===== src/rtl/fifo_drain_pkg.sv =====
// Shared types and defaults for the FIFO read-side drain engine.
package fifo_pkg;

    localparam int unsigned DATA_W_DEF = 32;
    localparam int unsigned LEN_W_DEF  = 16;
    localparam int unsigned SKID_DEPTH = 2;

    typedef enum logic [1:0] {
        IDLE,
        RUN,
        DONE
    } drain_state_e;

endpackage


===== src/rtl/fifo_drain_if.sv =====
// Command, FIFO read port and output stream of the drain engine; master is the engine side.
interface fifo_drain_if
    import fifo_pkg::*;
#(
    parameter int unsigned DATA_W = DATA_W_DEF,
    parameter int unsigned LEN_W  = LEN_W_DEF
);

    logic              cmd_valid;
    logic [LEN_W-1:0]  cmd_len;
    logic              cmd_ready;
    logic              fifo_rd_en;
    logic [DATA_W-1:0] fifo_rd_data;
    logic              fifo_empty;
    logic              out_valid;
    logic [DATA_W-1:0] out_data;
    logic              out_last;
    logic              out_ready;

    modport master (
        input  cmd_valid, cmd_len, fifo_rd_data, fifo_empty, out_ready,
        output cmd_ready, fifo_rd_en, out_valid, out_data, out_last
    );

    modport slave (
        output cmd_valid, cmd_len, fifo_rd_data, fifo_empty, out_ready,
        input  cmd_ready, fifo_rd_en, out_valid, out_data, out_last
    );

endinterface


===== src/rtl/fifo_drain_skid.sv =====
// Two-entry pointer-based skid buffer absorbing the FIFO's one-cycle read latency.
module fifo_drain_skid
    import fifo_pkg::*;
#(
    parameter int unsigned DATA_W = DATA_W_DEF
) (
    input  logic              clk,
    input  logic              reset,
    input  logic              wr_en,
    input  logic [DATA_W-1:0] wr_data,
    input  logic              rd_en,
    output logic [DATA_W-1:0] rd_data,
    output logic [1:0]        count
);

    logic [DATA_W-1:0] mem [SKID_DEPTH];
    logic              wr_ptr;
    logic              rd_ptr;
    logic              rd_ok;

    // A read against an empty buffer is ignored so a concurrent write lands at the head.
    always_comb begin
        rd_ok   = rd_en && (count != 2'd0);
        rd_data = mem[rd_ptr];
    end

    always_ff @(posedge clk or negedge reset) begin
        if (!reset) begin
            for (int unsigned i = 0; i < SKID_DEPTH; i++) begin
                mem[i] <= '0;
            end
            wr_ptr <= 1'b0;
            rd_ptr <= 1'b0;
            count  <= 2'd0;
        end else begin
            if (wr_en) begin
                mem[wr_ptr] <= wr_data;
                wr_ptr      <= ~wr_ptr;
            end
            if (rd_ok) begin
                rd_ptr <= ~rd_ptr;
            end
            count <= count + 2'(wr_en) - 2'(rd_ok);
        end
    end

endmodule


===== src/rtl/fifo_drain.sv =====
// Drains a command-specified number of words from a synchronous FIFO onto a valid/ready stream.
module fifo_drain
    import fifo_pkg::*;
#(
    parameter int unsigned DATA_W = DATA_W_DEF,
    parameter int unsigned LEN_W  = LEN_W_DEF
) (
    input  logic         clk,
    input  logic         reset,
    fifo_drain_if.master bus,
    output logic         busy,
    output logic         done
);

    drain_state_e      state;
    logic [LEN_W-1:0]  rd_rem;
    logic [LEN_W-1:0]  dl_rem;
    logic              inflight;
    logic              pop;
    logic              rd_en;
    logic [1:0]        buf_cnt;
    logic [2:0]        occ;
    logic [DATA_W-1:0] head_data;

    // Occupancy after this cycle's pop must leave room for the word a new read brings.
    always_comb begin
        pop   = (buf_cnt != 2'd0) && bus.out_ready;
        occ   = 3'(buf_cnt) + 3'(inflight) - 3'(pop);
        rd_en = (state == RUN) && (rd_rem != '0) && !bus.fifo_empty
                && (occ < 3'(SKID_DEPTH));
    end

    always_comb begin
        bus.fifo_rd_en = rd_en;
        bus.out_valid  = (buf_cnt != 2'd0);
        bus.out_data   = head_data;
        bus.out_last   = (buf_cnt != 2'd0) && (dl_rem == LEN_W'(1));
    end

    fifo_drain_skid #(
        .DATA_W (DATA_W)
    ) u_skid (
        .clk     (clk),
        .reset   (reset),
        .wr_en   (inflight),
        .wr_data (bus.fifo_rd_data),
        .rd_en   (pop),
        .rd_data (head_data),
        .count   (buf_cnt)
    );

    always_ff @(posedge clk or negedge reset) begin
        if (!reset) begin
            state         <= IDLE;
            rd_rem        <= '0;
            dl_rem        <= '0;
            inflight      <= 1'b0;
            bus.cmd_ready <= 1'b1;
            busy          <= 1'b0;
            done          <= 1'b0;
        end else begin
            inflight <= rd_en;
            case (state)
                IDLE: begin
                    if (bus.cmd_valid && bus.cmd_ready) begin
                        bus.cmd_ready <= 1'b0;
                        if (bus.cmd_len == '0) begin
                            state <= DONE;
                            done  <= 1'b1;
                        end else begin
                            state  <= RUN;
                            busy   <= 1'b1;
                            rd_rem <= bus.cmd_len;
                            dl_rem <= bus.cmd_len;
                        end
                    end
                end
                RUN: begin
                    if (rd_en) begin
                        rd_rem <= rd_rem - LEN_W'(1);
                    end
                    if (pop) begin
                        dl_rem <= dl_rem - LEN_W'(1);
                        if (dl_rem == LEN_W'(1)) begin
                            state <= DONE;
                            busy  <= 1'b0;
                            done  <= 1'b1;
                        end
                    end
                end
                DONE: begin
                    state         <= IDLE;
                    done          <= 1'b0;
                    bus.cmd_ready <= 1'b1;
                end
                default: begin
                    state         <= IDLE;
                    busy          <= 1'b0;
                    done          <= 1'b0;
                    bus.cmd_ready <= 1'b1;
                end
            endcase
        end
    end

endmodule

===== src/flat_wrapper.sv =====
// flat-port wrapper written by rule: the top's interface ports become plain ports
module fifo_drain_flat import fifo_pkg::*;
#(
    parameter int unsigned DATA_W = DATA_W_DEF,
    parameter int unsigned LEN_W  = LEN_W_DEF
)
  (clk, reset, busy, done, bus_cmd_valid, bus_cmd_len, bus_fifo_rd_data, bus_fifo_empty, bus_out_ready, bus_cmd_ready, bus_fifo_rd_en, bus_out_valid, bus_out_data, bus_out_last);
  fifo_drain_if #(.DATA_W(DATA_W), .LEN_W(LEN_W)) bus_i ();
  input  logic clk;
  input  logic reset;
  output logic busy;
  output logic done;
  input wire logic [$bits(bus_i.cmd_valid)-1:0] bus_cmd_valid;
  input wire logic [$bits(bus_i.cmd_len)-1:0] bus_cmd_len;
  input wire logic [$bits(bus_i.fifo_rd_data)-1:0] bus_fifo_rd_data;
  input wire logic [$bits(bus_i.fifo_empty)-1:0] bus_fifo_empty;
  input wire logic [$bits(bus_i.out_ready)-1:0] bus_out_ready;
  output wire logic [$bits(bus_i.cmd_ready)-1:0] bus_cmd_ready;
  output wire logic [$bits(bus_i.fifo_rd_en)-1:0] bus_fifo_rd_en;
  output wire logic [$bits(bus_i.out_valid)-1:0] bus_out_valid;
  output wire logic [$bits(bus_i.out_data)-1:0] bus_out_data;
  output wire logic [$bits(bus_i.out_last)-1:0] bus_out_last;
  assign bus_i.cmd_valid = bus_cmd_valid;
  assign bus_i.cmd_len = bus_cmd_len;
  assign bus_i.fifo_rd_data = bus_fifo_rd_data;
  assign bus_i.fifo_empty = bus_fifo_empty;
  assign bus_i.out_ready = bus_out_ready;
  assign bus_cmd_ready = bus_i.cmd_ready;
  assign bus_fifo_rd_en = bus_i.fifo_rd_en;
  assign bus_out_valid = bus_i.out_valid;
  assign bus_out_data = bus_i.out_data;
  assign bus_out_last = bus_i.out_last;
  fifo_drain #(.DATA_W(DATA_W), .LEN_W(LEN_W)) u_core (.clk(clk), .reset(reset), .bus(bus_i), .busy(busy), .done(done));
endmodule

===== config.mk =====
export PLATFORM = sky130hd
export DESIGN_NAME = fifo_drain_flat
export DESIGN_NICKNAME = d
export VERILOG_FILES = /design/src/rtl/fifo_drain_pkg.sv /design/src/rtl/fifo_drain_if.sv /design/src/rtl/fifo_drain_skid.sv /design/src/rtl/fifo_drain.sv /design/src/flat_wrapper.sv
export SDC_FILE = /design/constraint.sdc
export NUM_CORES = 1
export LEC_CHECK = 0
export CORE_ASPECT_RATIO = 1.25
export CORE_MARGIN = 8
export CORE_UTILIZATION = 55
export CTS_BUF_LIST = sky130_fd_sc_hd__clkbuf_16
export CTS_CLUSTER_SIZE = 8
export DETAILED_ROUTE_END_ITERATION = 8
export PLACE_DENSITY = 0.83
export REMOVE_ABC_BUFFERS = 1
export SETUP_SLACK_MARGIN = 0.15
export SYNTH_ARGS = -nofsm -noshare
export SYNTH_HDL_FRONTEND = slang
export SYNTH_SLANG_ARGS = --single-unit

===== constraint.sdc =====
create_clock -name clk -period 6.3 [get_ports clk]
set_input_delay 1.26 -clock clk [delete_from_list [all_inputs] [get_ports clk]]
set_output_delay 1.26 -clock clk [all_outputs]
set_load 0.1 [all_outputs]

# After elaboration in Yosys (flattened, before gate mapping)
# Cells that the tools add are included.
classes:
  addsub: 6
  n_lt_le_gt_ge: 4
  eq_ne: 9
  mux: 29
  bitwise_logic: 6
  n_reduce_logical: 20
op_table:
  columns: ["op", "count"]
  rows:
  - ["two-way mux 32 bit", 4]
  - ["bitwise mux 64 bit", 1]
  - ["two-way mux 16 bit", 4]
  - ["case mux 16 bit (2 select lines)", 2]
  - ["demux 32 bit (select 1 bit)", 1]
  - ["subtractor 16 x 1 -> 16 bit, second input constant", 2]
  - ["equality test 16 x 1 -> 1 bit, second input constant", 1]
  - ["logical NOT 16 bit", 1]
  - ["nonzero test 16 bit", 1]
  - ["AND reduction 4 bit", 3]
  - ["two-way mux 1 bit", 9]
  - ["logical AND 1 bit", 8]
  - ["two-way mux 2 bit", 4]
  - ["inequality test 2 x 1 -> 1 bit, second input constant", 3]
  - ["inequality test 2 bit, second input constant", 3]
  - ["AND reduction 5 bit", 1]
  - [">= comparator 2 bit, second input constant", 2]
  - ["inverter 1 bit", 4]
  - ["inverter 1 -> 2 bit", 2]
  - ["case mux 1 bit (2 select lines)", 2]
  - ["case mux 2 bit (2 select lines)", 1]
  - ["nonzero test 2 bit", 2]
  - ["adder 2 x 1 -> 3 bit", 1]
  - ["less-than comparator 3 x 2 -> 1 bit, second input constant", 1]
  - ["other kinds (11)", 11]
totals:
  regBits: 106

# Logic depth before layout (Yosys ltp)
depth:
  depth_word: 7
  ltp_mapped: 12
  mapped_depth_nobuf: 11

# Cells and area by module
# A second synthesis with hierarchy kept.
hier_totals:
  hier_cells: 487
  hier_area_um2: 5534.1
by_module_without_submodules:
  columns: ["module", "instances", "cells_each", "area_each_um2", "seq_area_each_um2"]
  rows:
  - ["fifo_drain_skid", 1, 186, 2981.6, 1701.6]
  - ["fifo_drain", 1, 301, 2552.4, 952.2]

# Worst setup path before layout
# No wires, ideal clock.
synth_timing:
  kind: "reg2out"
  start: "reg u_core.u_skid.count[1]"
  end: "out bus_fifo_rd_en"
  t_arrival_ns: 3.792
  t_required_ns: 5.040
  setup_slack_ns: 1.248
  stages_incl_launch_ff: 10
  path_buffers: 0
  cell_sequence: "dfrtp_1 -> or2_1 -> nand2_1 -> inv_1 -> ha_1 -> nand2b_1 -> fa_1 -> xnor2_1 -> nand4b_1 -> nor2_1"
synth_via:
  elab_chain_len: 5
  word_cells_on_any_way: 6
  cone_classes: "add/sub (2); order compare (1); reduce/logical (3)"
synth_lines:
  columns: ["element", "line_no", "text"]
  rows:
  - ["start: declaration", "fifo_drain_skid.sv:13", "output logic [1:0] count"]
  - ["start signal: assignment", "fifo_drain_skid.sv:43", "count <= count + 2'(wr_en) - 2'(rd_ok);"]
  - ["nonzero test 2 bit", null, null]
  - ["via bus_out_valid", "flat_wrapper.sv:20", "output wire logic [$bits(bus_i.out_valid)-1:0] bus_out_valid;"]
  - ["logical AND 1 bit", "fifo_drain.sv:27", "pop = (buf_cnt != 2'd0) && bus.out_ready;"]
  - ["subtractor 3 x 1 -> 3 bit", "fifo_drain.sv:28", "occ = 3'(buf_cnt) + 3'(inflight) - 3'(pop);"]
  - ["less-than comparator 3 x 2 -> 1 bit", "fifo_drain.sv:30", "&& (occ < 3'(SKID_DEPTH));"]
  - ["logical AND 1 bit", "fifo_drain.sv:30", null]
  - ["end: declaration", "flat_wrapper.sv:19", "output wire logic [$bits(bus_i.fifo_rd_en)-1:0] bus_fifo_rd_en;"]
# The timed path passes the listed nets, and every way through them passes these cells.

# Worst setup path in the final report
layout_timing:
  start: "in bus_out_ready"
  end: "out bus_fifo_rd_en"
layout_via:
  elab_chain_len: 4
layout_lines:
  columns: ["element", "line_no", "text"]
  rows:
  - ["start: declaration", "flat_wrapper.sv:17", "input wire logic [$bits(bus_i.out_ready)-1:0] bus_out_ready;"]
  - ["logical AND 1 bit", "fifo_drain.sv:27", null]
  - ["subtractor 3 x 1 -> 3 bit", "fifo_drain.sv:28", null]
  - ["less-than comparator 3 x 2 -> 1 bit", "fifo_drain.sv:30", null]
  - ["logical AND 1 bit", "fifo_drain.sv:30", null]
# Every way passes these cells.

==> summary.txt <==
status: complete, no violations
Worst-path clk slew: 70 ps
RSZ-0062 raised after global routing: false
asr flop ratio synth: 100%
Horiz. Die Dim: 104 um
f_max: 0.210 GHz
fraction of final layout cells sized beyond drive strength 1: 24.5%
Hold Buf Count CTS: 0
post-CTS sizing: 0
Hold Path Sink: u_core.done
Overflow after GRT: 0
CTS Buf Count: 9
first-pass GRT wire length: 21.5 mm
Yosys cell types: 54
RR Endpoint: u_core.rd_rem[6]
via/cell ratio: 5.92
P&R area growth vs syn: 25.0%
total inserted antenna cells: 0
vias in the first global route: 4192
Worst path slowest cell: fa_1
final core occ: 69.7%
beginning of the worst hold path: u_core.done
worst skew pair latency: 350 ps
capturing element type of the critical path: output pin
initial core utilization: 55.8%
Worst Hold Class: reg -> reg
Period Utilization, post-route: 75.5%
Yosys top cell area share: 49.8%
worst flop-to-flop path startpoint: u_core.u_skid.count[1]
register area share after synthesis: 50.3%
initial antenna violation count: 0
Largest delay share family, worst path: buffers and inverters
final hold violations: 0
EDFF count, synth: 0
CP Buf/Inv Count: 3
Period minus WS final: 4760 ps
hpwl dp: 9.04 mm
syn avg cell area: 11.3 um^2
Core ar.: 0.00946 mm^2
htree depth: 3
final wirelength: 12.8 mm
clock buffer depth: 2
type of origin of the critical path: input port
largest net degree at the start of global routing: 63
die area: 0.0130 mm^2
CTS tree: done
IO Port Bufs: 90
die height: 126 um
slew margin rel.: 31.8%
Max-cap violations: 0
drt drc: 0
Gate Count Post-Synth: 465
Finish-stage setup viols: 0
critical path class: in -> out
Max stage delay on crit path: 410 ps
synth top area cells: dfrtp_1, mux2_2, o21ai_0
initial drt markers: 230
Setup Total Neg Slack: 0 ps
first-pass detailed-route iteration total: 5
Most used DFF post-synth: dfrtp_1
Avg WL per Cell: 18.8 um
clk sinks: 106
Tightest Pin Transition: 1020 ps
Yosys reg bits: 106
Top-Level Pins: 91
worst-path cell chain: clkdlybuf4s50_1 -> nand2_1 -> inv_1 -> ha_1 -> nand2b_1 -> fa_1 -> xnor2_1 -> nand4b_1 -> nor2_1 -> buf_4
R2R cell count: 11
final net count: 611
DR vias: 4029
Final ANT Viol Nets: 0
Worst Path Arrival: 3500 ps
Clock Skew: 7.90 ps
Post-Syn Area: 0.00528 mm^2
# rows: 40
Pins Over Slew Limit: 0
Hold Path Depth: 1
Final GP Congestion: 0.913
GRT Resource Usage Total: 20.0%
largest area contributor in the netlist: dfrtp_1
YS warnings: 0
reg2reg setup slack: 2840 ps
Root Driver: clkbuf_16
Worst Path Required: 5040 ps
crit path max fanout: 3
Post-CTS Setup Inserts: 0
==> sequential cells by signal, indices dropped and copies added (netlist names) <==
signal	count
u_core.bus.cmd_ready	1
u_core.busy	1
u_core.dl_rem	16
u_core.done	1
u_core.inflight	1
u_core.rd_rem	16
u_core.state	2
u_core.u_skid.count	2
u_core.u_skid.mem	64
u_core.u_skid.rd_ptr	1
u_core.u_skid.wr_ptr	1
==> cell type report <==
| class | instances | area (um^2) |
|---|---|---|
| well taps | 126 | 158 |
| inverters | 13 | 48.8 |
| flip-flops and latches | 106 | 2650 |
| clock buffers | 9 | 225 |
| repair buffers | 98 | 956 |
| multi-input cells | 322 | 2490 |
| fillers | 681 | 2860 |
| clock inverters | 7 | 68.8 |
==> layout by cell type (no fill, tap or decap), types with 4 or more instances in the layout <==
cell type / n
mux2_2: 96
nor2_1: 29
nand2_1: 22
or4_1: 5
a31oi_1: 5
nor3_1: 10
a22o_1: 6
nor4_1: 8
o22ai_1: 5
dfrtp_1: 105
clkdlybuf4s50_1: 88
buf_4: 10
ha_1: 7
inv_1: 14
a21oi_1: 28
o21ai_0: 29
or3_1: 4
a22oi_1: 5
clkbuf_16: 9
o22a_1: 6
==> layer usage <==
metal,wire length (um),GRT usage (%),up-vias
li1,-,-,1876
met1,5420,24.2,1992
met2,6540,34.0,145
met3,691,5.34,16
met4,158,5.89,0
met5,0,0,-
==> synth_stat cells, types with 2 or more instances <==
cell and number:
o21ai_1 3, nand2_1 22, and4_1 2, o21ai_0 29
a31oi_1 5, nor2_1 30, a21boi_0 2, o22ai_1 5
o31ai_1 3, and2_1 2, xnor2_1 3, or3_1 4
buf_1 3, a41oi_1 2, o22a_1 6, clkbuf_1 20
a22o_1 6, a31o_2 3, nor3_1 10, nor2b_1 2
a21oi_1 28, ha_1 7, a21o_1 2, nor4b_1 2
nand4b_1 2, or3b_2 3, inv_1 13, nand3_1 3
nor4_1 8, dfrtp_1 105, or4_1 5, xor2_1 2
a2bb2oi_1 2, or4_4 2, mux2_2 96, a22oi_1 5
==> worst max-delay path by stage <==
| stage | to | cells after the start | slack (ps) | startpoint |
|---|---|---|---|---|
| 3_5_place_dp | bus_fifo_rd_en | 10 | 1610 | bus_out_ready |
| 3_3_place_gp | bus_fifo_rd_en | 10 | 1680 | bus_out_ready |
| 4_1_cts | bus_fifo_rd_en | 10 | 1520 | bus_out_ready |
| 6_report | bus_fifo_rd_en | 10 | 1540 | bus_out_ready |
| 2_1_floorplan | bus_fifo_rd_en | 9 | 1190 | u_core.u_skid.count[1] |
| 5_1_grt | bus_fifo_rd_en | 10 | 1350 | bus_out_ready |
==> cell families (layout without fill, tap and decap cells) <==
logic type               Yosys count  count (layout)  synth area share, %
AO/OA/AOI/OAI                    108             108                 13.0
flip-flops                       106             106                 50.3
AND/OR/NAND/NOR                  105             105                 10.7
multiplexers                      96              96                 20.5
buffers and inverters             37             127                 2.66
adder cells (fa/ha/maj)            8               8                 2.04
XOR/XNOR                           5               5                0.830
==> worst reg2reg max path, delay by kind of cell (launching register included) <==
family	cells	cell delay, ps
buffers and inverters	1	60
xor gates and xnor gates	1	170
and+or+nand+nor	4	730
DFF	1	450
AOI/OAI and AO/OA	3	1250
adders and majority gates	2	660
==> per-stage QoR <==
step,hold WS [ps],instances,instance area (um^2),setup WS [ps]
2_1_floorplan,460,441,5180,1190
6_report,487,681,6600,1540
3_5_place_dp,474,665,6300,1610
3_3_place_gp,471,665,6300,1680
4_1_cts,489,681,6600,1520
5_1_grt,516,681,6600,1350
Power is not shown: default switching activity piles up to over one toggle a cycle in this logic, so the estimate is an artifact.
